===== src/rtl/bundle2cols_stream_if.sv =====
// Handshake bundle for bundle2cols_stream: one-shot bundle input, column-beat output stream.
interface bundle2cols_stream_if #(
    parameter int d     = 1,
    parameter int Nbits = 128,
    parameter int COLS  = 1
);
    localparam int NB   = Nbits / (4 * COLS);
    localparam int IDXW = (NB > 1) ? $clog2(NB) : 1;

    logic                    in_valid;
    logic                    in_ready;
    logic [Nbits*d-1:0]      bundle_in;
    logic                    out_valid;
    logic                    out_ready;
    logic [4*d*COLS-1:0]     out_cols;
    logic [IDXW-1:0]         out_idx;
    logic                    out_last;

    modport master (
        output in_valid, bundle_in, out_ready,
        input  in_ready, out_valid, out_cols, out_idx, out_last
    );

    modport slave (
        input  in_valid, bundle_in, out_ready,
        output in_ready, out_valid, out_cols, out_idx, out_last
    );
endinterface


===== src/rtl/bundle2cols_stream.sv =====
// Serializes one masked bundle into column beats of COLS columns x 4 rows x d shares.
// Optional abort input enabled by defining BUNDLE2COLS_STREAM_ABORT_EN.
module bundle2cols_stream #(
    parameter int d     = 1,
    parameter int Nbits = 128,
    parameter int COLS  = 1
) (
    input  logic clk,
    input  logic rst_n,
`ifdef BUNDLE2COLS_STREAM_ABORT_EN
    input  logic abort,
`endif
    bundle2cols_stream_if.slave bus
);
    localparam int Q    = Nbits / 4;
    localparam int NB   = Nbits / (4 * COLS);
    localparam int IDXW = (NB > 1) ? $clog2(NB) : 1;
    localparam logic [IDXW-1:0] LAST_IDX = IDXW'(NB - 1);

    typedef enum logic {IDLE, SEND} state_t;

    state_t               state_q, state_d;
    logic [IDXW-1:0]      cnt_q, cnt_d;
    logic [Nbits*d-1:0]   buf_q, buf_d;
    logic                 last;
    logic                 abort_req;
    logic [4*d*COLS-1:0]  cols_raw;

`ifdef BUNDLE2COLS_STREAM_ABORT_EN
    assign abort_req = abort;
`else
    assign abort_req = 1'b0;
`endif

    always_ff @(posedge clk) begin
        if (!rst_n) begin
            state_q <= IDLE;
            cnt_q   <= '0;
            buf_q   <= '0;
        end else begin
            state_q <= state_d;
            cnt_q   <= cnt_d;
            buf_q   <= buf_d;
        end
    end

    // Buffer is wiped whenever a transfer ends so shares never linger in IDLE.
    always_comb begin
        state_d = state_q;
        cnt_d   = cnt_q;
        buf_d   = buf_q;
        unique case (state_q)
            IDLE: begin
                if (bus.in_valid) begin
                    state_d = SEND;
                    cnt_d   = '0;
                    buf_d   = bus.bundle_in;
                end
            end
            SEND: begin
                if (abort_req) begin
                    state_d = IDLE;
                    cnt_d   = '0;
                    buf_d   = '0;
                end else if (bus.out_ready) begin
                    if (last) begin
                        state_d = IDLE;
                        buf_d   = '0;
                    end else begin
                        cnt_d = cnt_q + 1'b1;
                    end
                end
            end
            default: state_d = IDLE;
        endcase
    end

    assign last          = (state_q == SEND) && (cnt_q == LAST_IDX);
    assign bus.in_ready  = rst_n && (state_q == IDLE);
    assign bus.out_valid = (state_q == SEND);
    assign bus.out_last  = last;
    assign bus.out_idx   = cnt_q;

    // Each share/row slice is shifted down to the current beat's first column.
    for (genvar j = 0; j < d; j++) begin : g_share
        for (genvar r = 0; r < 4; r++) begin : g_row
            logic [Q-1:0] row_vec;
            logic [Q-1:0] row_sh;
            assign row_vec = buf_q[j*Nbits + r*Q +: Q];
            assign row_sh  = row_vec >> (32'(cnt_q) * COLS);
            for (genvar k = 0; k < COLS; k++) begin : g_col
                assign cols_raw[k*4*d + 4*j + r] = row_sh[k];
            end
        end
    end

    assign bus.out_cols = (state_q == SEND) ? cols_raw : '0;
endmodule


===== src/flat_wrapper.sv =====
// flat-port wrapper written by rule: the top's interface ports become plain ports
module bundle2cols_stream_flat 
#(
    parameter int d     = 1,
    parameter int Nbits = 128,
    parameter int COLS  = 1
)
  (clk, rst_n, bus_in_valid, bus_bundle_in, bus_out_ready, bus_in_ready, bus_out_valid, bus_out_cols, bus_out_idx, bus_out_last);
  bundle2cols_stream_if #(.d(d), .Nbits(Nbits), .COLS(COLS)) bus_i ();
  input  logic clk;
  input  logic rst_n;
  input wire logic [$bits(bus_i.in_valid)-1:0] bus_in_valid;
  input wire logic [$bits(bus_i.bundle_in)-1:0] bus_bundle_in;
  input wire logic [$bits(bus_i.out_ready)-1:0] bus_out_ready;
  output wire logic [$bits(bus_i.in_ready)-1:0] bus_in_ready;
  output wire logic [$bits(bus_i.out_valid)-1:0] bus_out_valid;
  output wire logic [$bits(bus_i.out_cols)-1:0] bus_out_cols;
  output wire logic [$bits(bus_i.out_idx)-1:0] bus_out_idx;
  output wire logic [$bits(bus_i.out_last)-1:0] bus_out_last;
  assign bus_i.in_valid = bus_in_valid;
  assign bus_i.bundle_in = bus_bundle_in;
  assign bus_i.out_ready = bus_out_ready;
  assign bus_in_ready = bus_i.in_ready;
  assign bus_out_valid = bus_i.out_valid;
  assign bus_out_cols = bus_i.out_cols;
  assign bus_out_idx = bus_i.out_idx;
  assign bus_out_last = bus_i.out_last;
  bundle2cols_stream #(.d(d), .Nbits(Nbits), .COLS(COLS)) u_core (.clk(clk), .rst_n(rst_n), .bus(bus_i));
endmodule

===== config.mk =====
export PLATFORM = sky130hd
export DESIGN_NAME = bundle2cols_stream_flat
export DESIGN_NICKNAME = d
export VERILOG_FILES = /design/src/rtl/bundle2cols_stream_if.sv /design/src/rtl/bundle2cols_stream.sv /design/src/flat_wrapper.sv
export SDC_FILE = /design/constraint.sdc
export NUM_CORES = 1
export LEC_CHECK = 0
export ABC_CLOCK_PERIOD_IN_PS = 4050
export CORE_MARGIN = 2
export CORE_UTILIZATION = 50
export DETAILED_ROUTE_END_ITERATION = 16
export DONT_BUFFER_PORTS = 1
export HOLD_SLACK_MARGIN = 0.02
export SLEW_MARGIN = 20
export SYNTH_ARGS = -nofsm -noshare
export SYNTH_HDL_FRONTEND = slang
export SYNTH_SLANG_ARGS = --single-unit
export TNS_END_PERCENT = 10

===== constraint.sdc =====
create_clock -name clk -period 4.05 [get_ports clk]
set_input_delay 0.81 -clock clk [delete_from_list [all_inputs] [get_ports clk]]
set_output_delay 0.81 -clock clk [all_outputs]
set_load 0.02 [all_outputs]

==> Word-level counts from Yosys, hierarchy flattened <==
Cells that the tools add are included.
W data, S select, Z words.
{ "op_classes": {"add_sub_neg": 1, "eq_ne": 5, "shift": 4, "n_mux": 13, "bitwise_logic": 1, "n_reduce_logical": 4} }
{ "ops": {"columns": ["cell", "n"], "rows": [
  ["$mux W128", 3],
  ["$pmux W128 S2", 1],
  ["$shr A32 B5 Y1", 4],
  ["$mux W5", 3],
  ["$pmux W5 S2", 1],
  ["$ne A2 B2 Y1 const B", 4],
  ["$reduce_and A3 Y1", 2],
  ["$add A5 B1 Y5 const B", 1],
  ["$eq A5 B5 Y1 const B", 1],
  ["$mux W4", 1],
  ["$mux W1", 3],
  ["$logic_and A1 B1 Y1", 2],
  ["$pmux W1 S2", 1],
  ["$not A1 Y1", 1]
]} }
{ "totals": {"reg_bits": 134, "out_inout_bits": 12, "elab_cells": 31} }

==> Longest topological paths before layout <==
Gate-level depths: netlist of the first run.
{ "depth": {"ltp_word": 5, "mapped_depth": 10, "mapped_depth_nobuf": 7} }

==> Least setup slack after synthesis of the first run <==
Ideal clock, no wire load.
{ "synth_path": {"path_kind": "register -> output", "start": "register u_core.cnt_q[1], in the netlist u_core.bus.out_idx[1]", "end": "output port bus_out_cols[2]", "arrival_ns": 1.762, "required_time_ns": 3.240, "slack_ns": 1.478, "path_stages_with_launch": 7, "path_buffers": 2, "path_cell_list": "dfxtp_1 -> buf_6 -> buf_12 -> mux4_2 -> mux2_2 -> nand2_1 -> a31oi_1"} }
{ "synth_via": {"elab_chain_len": 2} }
{ "synth_rtl": {"columns": ["item", "line", "rtl"], "rows": [
  ["start, declared", "bundle2cols_stream.sv:23", "logic [IDXW-1:0] cnt_q, cnt_d;"],
  ["start signal, assigned", "bundle2cols_stream.sv:42", "cnt_q <= cnt_d;"],
  ["$shr A32 B5 Y1", "bundle2cols_stream.sv:90", "assign row_sh = row_vec >> (32'(cnt_q) * COLS);"],
  ["$mux W4", "bundle2cols_stream.sv:97", "assign bus.out_cols = (state_q == SEND) ? cols_raw : '0;"],
  ["end, declared", "flat_wrapper.sv:17", "output wire logic [$bits(bus_i.out_cols)-1:0] bus_out_cols;"]
]} }
No other way between the ends.

==> Worst setup path in the final report of the first run <==
{ "layout_path": {"start": "register u_core.cnt_q[1], in the netlist u_core.bus.out_idx[1]", "end": "output port bus_out_cols[1]"} }
Same word-level chain as after synthesis.

==> results by group, run 1 <==
Setup path
  • Flop2flop setup slack: 1.36 ns
  • Setup CP Type: flip-flop to output pin
  • CP max FO: 29
  • Worst flop-to-flop path endpoint: u_core.buf_q[32]$_SDFFE_PN0P_
  • Worst Path Arrival: roughly 2.8 ns
  • Required @ worst endpoint: 3.24 ns
  • Worst setup EP type: output pin
  • Worst r2r src: u_core.bus.out_idx[1]$_SDFFE_PN0P_
  • Worst Reg-to-Reg Cells: 8
  • Setup crit start kind: flip-flop

Synthesis
  • Yosys warning count: 0
  • Yosys top cell by area: dfxtp_1
  • Top post-synthesis cells by count: nand2_1 (137), dfxtp_1 (134), nand3_1 (131), a21boi_0 (127), clkbuf_1 (38)
  • Dominant synthesized flop cell: dfxtp_1
  • Post-synth EDFFs: 0
  • Netlist cell types: 37
  • Mapped Nets: 823
  • Synth Instances: 689
  • Post-Syn Area: about 0.0064 mm^2
  • Most common cell in the synthesized netlist: nand2_1
  • Yosys top cell area share: a little over two fifths
  • Area contributors post-synth: dfxtp_1 (42%), a21boi_0 (15%), nand3_1 (10%), mux4_2 (8.5%), nand2_1 (8.1%)
  • Synthesis-stage register bit count: around 130
  • Post-Syn Area per Cell: 9.24 um^2
  • Asr flop ratio synth: 0%
  • Sequential share of the synthesized area: a little over two fifths

Floorplanning
  • Die ar.: 0.0136 mm^2
  • IO Count: 144
  • Rows: between 40 and 50
  • Die X: between 100 and 150 um
  • Core Area: approximately 0.013 mm^2
  • Die Y: 117 um
  • Initial Utilization: ~51%

Worst hold path
  • Min-Delay Endpoint: u_core.buf_q[63]$_SDFFE_PN0P_
  • Hold path startpoint: u_core.buf_q[63]$_SDFFE_PN0P_
  • Min-Delay Path Class: flip-flop to flip-flop
  • Hold Path Depth: 2

Run status
  • Status: finished, final reports clean

Clock tree
  • Clock tree from TritonCTS: done
  • Number of setup buffers added after CTS: 0
  • H-tree Lvls: 4
  • Root buffer selected by CTS: clkbuf_16
  • Clk_lat worst skew: 0.41 ns
  • Clock transition at the registers of the reported paths: 0.05 ns
  • Clock sinks: 134
  • Clock buffer depth: 2
  • CTS buffer count: 17
  • Post-CTS Hold Fix Bufs: 0
  • CTS resizes: 0

Routing
  • Metal2 WL: 6.95 mm
  • DRC: 0
  • Via count: approximately 4.7k
  • Met3 WL: 835 um
  • Number of routed nets with antenna violations: 0
  • Vias per cell: 5.64
  • First-pass iteration count of the detailed router: 4
  • DRT met1 WL: around 6.6 mm
  • Final WL: 14.5 mm
  • Initial DRC Count: 364
  • DR WL/cell: approximately 18 um
  • Max Used Layer: met4

Layout
  • Cell Count, Final, Fillers Out: 829
  • Sequential cell area: 0.00269 mm^2
  • Syn-to-layout area delta: 7.78%
  • Nets: 780
  • Final instance area: 0.00686 mm^2
  • Ant. Diodes: 0
  • Area of the multi-input gates: 0.00329 mm^2
  • Share of layout cells above drive strength 1: 10.7%
  • Fill cells: 1,183
  • Final core occ: 54.8%

Timing
  • Worst-margin pin slew: 0.936 ns
  • Final setup margin: 0.482 ns
  • Min Tclk post-route: ~3.6 ns
  • Top achievable clock speed: around 280 MHz
  • RSZ-0062 raised after global routing: no
  • Setup Skew: 0.00387 ns
  • Fin crit share: a little under 90%
  • Final Hold Viols: 0
  • Max transition margin: 37.6%
  • Final Setup Violations: 0
  • Max Slew Vio Count: 0
  • Post-Route Setup TNS: 0 ns

Place
  • Dpl ws: 0.841 ns
  • Gpl congestion: about 0.75
  • Input/output buffers: 0
  • Placed Cells: 799
  • Placed cell area: 0.00626 mm^2
  • Post-DP HPWL: 9.37 mm

Power
  • P_sw: 0.000690 W
  • Internal: 0.00252 W
  • Combinational power share: 7.0%
  • Clk pwr share: between 40% and 50%
  • Cell area power density: 467 mW/mm^2
  • Worst VDD drop: 0.314 mV
  • Switch share: between 20% and 30%
  • Lkg Pwr: roughly 2.4 nW
  • Sequential power share: 44.8%

GRT
  • Vias in the first global route: 4,554
  • Initial antenna violation count: 0
  • First-pass GRT wire length: 23.1 mm
  • Gr ovfl total: 0
  • GRT Util Overall: 22.2%
  • Largest net degree at the start of global routing: 135

Flow run
  • Max cap viols: 0
## sequential cells by signal, summed over array words and instances, names as in the netlist
register,flops
u_core.bus.out_idx,5
u_core.buf_q,128
u_core.bus.out_valid,1
## kinds of logic (layout without fill, tap and decap cells)
| family | after synthesis | in the layout | share of synthesized area (%) |
|---|---|---|---|
| fa+ha+maj | 2 | 2 | 0.393 |
| buf+inv | 69 | 37 | 6.41 |
| simple gates | 284 | 284 | 20.0 |
| flops | 134 | 134 | 42.1 |
| xor+xnor | 2 | 2 | 0.275 |
| mux | 48 | 48 | 13.4 |
| compound gates | 150 | 150 | 17.4 |
## routing by layer
layer | up-vias | GRT usage, %
met1 | 2193 | 29.1
met5 | - | 0
met2 | 115 | 35.6
met3 | 13 | 6.54
met4 | 0 | 7.22
li1 | 2358 | -
## area by class of cell
| cell class | count | area share (%) |
|---|---|---|
| well taps | 172 | 3.14 |
| repair buffers | 6 | 1.02 |
| multi-input cells | 486 | 47.9 |
| inverters | 1 | 0.0912 |
| clock buffers | 28 | 7.82 |
| clock inverters | 2 | 0.875 |
| flip-flops and latches | 134 | 39.2 |
## worst max-delay path, stage by stage, from the launching register on
cell	delay, ns
dfxtp_2	0.95
buf_4	0.32
mux4_2	0.51
o22ai_1	0.16
o221ai_1	0.12
and3_1	0.29
## placed cells by master (no fill, tap or decap), drive strengths merged, types with 2 or more instances in the layout
master / instances
and3: 4
mux2: 8
a21oi: 4
nand3: 131
xor2: 2
and2: 2
mux4: 28
nor2: 3
a21boi: 131
bufinv: 2
o22ai: 4
nand2: 137
o221ai: 3
dfxtp: 134
clkbuf: 28
buf: 6
mux2i: 12
ha: 2
o21ai: 5
## worst max-delay path by stage
stage	startpoint	endpoint	slack (ns)	cells past startpoint
detailed placement	u_core.bus.out_idx[1]$_SDFFE_PN0P_	bus_out_cols[1]	0.84	5
global placement	u_core.bus.out_idx[1]$_SDFFE_PN0P_	bus_out_cols[1]	0.88	5
global route	u_core.bus.out_idx[1]$_SDFFE_PN0P_	bus_out_cols[1]	0.24	5
floorplan	u_core.bus.out_idx[1]$_SDFFE_PN0P_	bus_out_cols[2]	1.48	6
finish	u_core.bus.out_idx[1]$_SDFFE_PN0P_	bus_out_cols[1]	0.48	5
CTS	u_core.bus.out_idx[1]$_SDFFE_PN0P_	bus_out_cols[1]	0.39	5
## power by group through the flow
stage	registers (W)	logic, W	clock network (W)
finish	0.00144	0.000226	0.00154
global route	0.00145	0.000257	0.00163
CTS	0.00144	0.000230	0.00157
detailed placement	0.00147	0.000229	0
global placement	0.00147	0.000221	0
floorplan	0.00145	0.000231	0
## per-stage QoR
stage,hold slack (ns),power [W]
after floorplan,0.428,0.00168
after global placement,0.443,0.00169
after detailed placement,0.451,0.00169
after CTS,0.459,0.00324
after global routing,0.461,0.00333
final,0.456,0.00321
Note: power is estimated with default switching activity, not from simulation.
==> run 2: changes to the inputs <==
- ABC_AREA: unset -> 1
==> results by group, run 2 <==
Run status
  • Status: finished, final reports clean (unchanged)

Clock tree
  • CTS buffer count: 17 (unchanged)
  • Post-CTS Hold Fix Bufs: 0 (unchanged)
  • Number of setup buffers added after CTS: 0 (unchanged)
  • Root buffer selected by CTS: clkbuf_16 (unchanged)
  • Clock sinks: 134 (unchanged)
  • Clock tree from TritonCTS: done (unchanged)
  • Clock buffer depth: 2 (unchanged)
  • H-tree Lvls: 4 (unchanged)
  • Clk_lat worst skew: 0.42 ns (was 0.41 ns)
  • CTS resizes: 0 (unchanged)
  • Clock transition at the registers of the reported paths: 0.05 ns (about the same)

GRT
  • Largest net degree at the start of global routing: 137 (was 135)
  • Initial antenna violation count: 0 (unchanged)
  • Vias in the first global route: 5,294 (was 4,554)
  • GRT Util Overall: 24.9% (was 22.2%)
  • First-pass GRT wire length: 26.5 mm (was 23.1 mm)
  • Gr ovfl total: 0 (unchanged)

Power
  • Worst VDD drop: 0.286 mV (was 0.314 mV)
  • Cell area power density: 496 mW/mm^2 (was 467 mW/mm^2)
  • Lkg Pwr: 2.58 nW (was 2.39 nW)

Synthesis
  • Yosys top cell by area: dfxtp_1 (unchanged)
  • Area contributors post-synth: dfxtp_1 (42%), a21oi_1 (11%), nand2_1 (8.8%), nor2_1 (7.8%), nand3_1 (7.4%) (was dfxtp_1 (42%), a21boi_0 (15%), nand3_1 (10%), mux4_2 (8.5%), nand2_1 (8.1%))
  • Post-Syn Area per Cell: 7.03 um^2 (was 9.24 um^2)
  • Yosys warning count: 0 (unchanged)
  • Synthesis-stage register bit count: 134 (unchanged)
  • Top post-synthesis cells by count: nand2_1 (149), a21oi_1 (143), dfxtp_1 (134), nor2_1 (132) (was nand2_1 (137), dfxtp_1 (134), nand3_1 (131), a21boi_0 (127), clkbuf_1 (38))
  • Mapped Nets: 1,037 (was 823)
  • Asr flop ratio synth: 0% (unchanged)
  • Post-Syn Area: 0.00634 mm^2 (was 0.00636 mm^2)
  • Synth Instances: 903 (was 689)
  • Most common cell in the synthesized netlist: nand2_1 (unchanged)
  • Netlist cell types: 24 (was 37)
  • Sequential share of the synthesized area: 42.3% (was 42.1%)
  • Post-synth EDFFs: 0 (unchanged)
  • Yosys top cell area share: 42.3% (was 42.1%)
  • Dominant synthesized flop cell: dfxtp_1 (unchanged)

Setup path
  • Top delay family on crit path: simple AND/OR/NAND/NOR gates (was flip-flops)
  • CP max FO: 58 (was 29)
  • Worst path max stage delay: 0.80 ns (was 0.95 ns)
  • Most frequent CP cell: nand2_1
  • Critical-path cell list: inv_2, nand2_1, nand3_1, nand3_1, nand2_1, nand2_1, nand3_1, nand2_1, nor2_1 (was buf_4, mux4_2, o22ai_1, o221ai_1, and3_1)
  • Worst path slowest cell: inv_2 (was dfxtp_2)
  • Worst setup EP type: output pin (unchanged)
  • Crit. path cell count: 9 (was 5)
  • Worst Path Arrival: 2.73 ns (was 2.76 ns)
  • Setup crit start kind: flip-flop (unchanged)
  • WP buf/inv: 1 (unchanged)
  • Setup CP Type: flip-flop to output pin (unchanged)
  • Required @ worst endpoint: 3.24 ns (about the same)
  • Worst Reg-to-Reg Cells: 12 (was 8)

Layout
  • Most flops, register: u_core.buf_q (unchanged)
  • Sequential cell area: 0.00269 mm^2 (about the same)
  • Area of the multi-input gates: 0.00304 mm^2 (was 0.00329 mm^2)
  • Commonest non-fill, non-tap cell in the layout: nand2_1 (unchanged)
  • Fill cells: 1,301 (was 1,183)
  • Nets: 981 (was 780)
  • Max FFs per register: 128 (unchanged)
  • Ant. Diodes: 0 (unchanged)
  • Syn-to-layout area delta: 4.77% (was 7.78%)
  • Share of layout cells above drive strength 1: 4.90% (was 10.7%)
  • Most frequent cells in the layout: nand2_1 (149), a21oi_1 (143), nor2_1 (132), dfxtp_1 (132) (was nand2_1 (137), nand3_1 (131), dfxtp_1 (131))

Floorplanning
  • Rows: 41 (unchanged)
  • Die Y: 117 um (about the same)
  • Core Area: 0.0125 mm^2 (unchanged)
  • IO Count: 144 (unchanged)
  • Die ar.: 0.0136 mm^2 (about the same)
  • Die X: 117 um (about the same)
  • Initial Utilization: 50.7% (was 50.8%)

Timing
  • Setup Skew: 0.00464 ns (was 0.00387 ns)
  • Top achievable clock speed: 283 MHz (was 280 MHz)
  • Fin crit share: 87.3% (was 88.1%)
  • Min Tclk post-route: 3.54 ns (was 3.57 ns)
  • Worst-margin pin slew: 1.03 ns (was 0.936 ns)
  • Final setup margin: 0.513 ns (was 0.482 ns)
  • Max transition margin: 31.3% (was 37.6%)
  • Post-Route Setup TNS: 0 ns (unchanged)
  • Max Slew Vio Count: 0 (unchanged)
  • RSZ-0062 raised after global routing: no (unchanged)
  • Final Hold Viols: 0 (unchanged)
  • Final Setup Violations: 0 (unchanged)

Flow run
  • Max cap viols: 0 (unchanged)

Routing
  • Number of routed nets with antenna violations: 0 (unchanged)
  • Initial DRC Count: 641 (was 364)
  • Via count: 5,694 (was 4,679)
  • DRC: 0 (unchanged)
  • Vias per cell: 5.53 (was 5.64)
  • DR WL/cell: 16.2 um (was 17.5 um)
  • First-pass iteration count of the detailed router: 5 (was 4)
  • Final WL: 16.6 mm (was 14.5 mm)

Worst hold path
  • Hold Path Depth: 2 (unchanged)
  • Min-Delay Path Class: flip-flop to flip-flop (unchanged)

Place
  • Dpl ws: 0.977 ns (was 0.841 ns)
  • Post-DP HPWL: 9.91 mm (was 9.37 mm)
  • Gpl congestion: 0.767 (was 0.746)
  • Input/output buffers: 0 (unchanged)
## run 2: cells by family after synthesis
| kind of cell | share of synthesized area, % |
|---|---|
| and+or+nand+nor | 24.9 |
| AOI/OAI and AO/OA | 22.5 |
| DFF | 42.3 |
| buffers and inverters | 9.80 |
| adders and majority gates | 0.394 |
| xor gates and xnor gates | 0.138 |
## run 2: report_power, final
part           internal (W)  total, W  switching (W)
combinational      0.000119  0.000344       0.000225
clock              0.000933   0.00147       0.000537
sequential          0.00142   0.00148      0.0000599
## run 2: routing by layer
layer  part of all wire [%]  global-route usage, %
met1                     48                   34.0
met3                    6.4                   7.06
met5                      0                      0
met2                     45                   38.9
met4                   0.98                   6.75
## run 2: worst register-to-register path, cell delays in order, from the launching register on
cell,delay (ns)
dfxtp_2,0.61
buf_4,0.37
ha_1,0.24
inv_1,0.07
nor3_1,0.14
ha_1,0.22
nand2_1,0.11
nor2_2,0.17
inv_2,0.06
nand2_4,0.09
inv_6,0.24
a21oi_1,0.43
nor2_1,0.06
## run 2: final timing paths
path,startpoint,to,slack [ns]
setup / recovery,u_core.bus.out_idx[0]$_SDFFE_PN0P_,bus_out_cols[3],0.51
hold / removal,u_core.buf_q[68]$_SDFFE_PN0P_,u_core.buf_q[68]$_SDFFE_PN0P_,0.46
setup reg to reg,u_core.bus.out_idx[1]$_SDFFE_PN0P_,u_core.buf_q[35]$_SDFFE_PN0P_,1.13
hold reg to reg,u_core.buf_q[68]$_SDFFE_PN0P_,u_core.buf_q[68]$_SDFFE_PN0P_,0.46
## run 2: cell type report
type	instances	share of cell area (%)
timing repair buffer	6	0.866
clock buffer	27	7.87
inverter	21	1.30
multi-input combinational	667	45.7
clock inverter	3	0.602
sequential	134	40.4
tap	172	3.24
## run 2: metrics by stage
stage               cells  total power, W  hold slack [ns]  area [um^2]  utilization [%]
floorplan             903         0.00182            0.431         6340                -
global placement     1000         0.00184            0.447         6080             48.6
detailed placement   1000         0.00185            0.449         6080             48.6
CTS                  1030         0.00331            0.461         6650             53.1
global route         1030         0.00344            0.479         6650             53.1
finish               1030         0.00330            0.461         6650             53.1
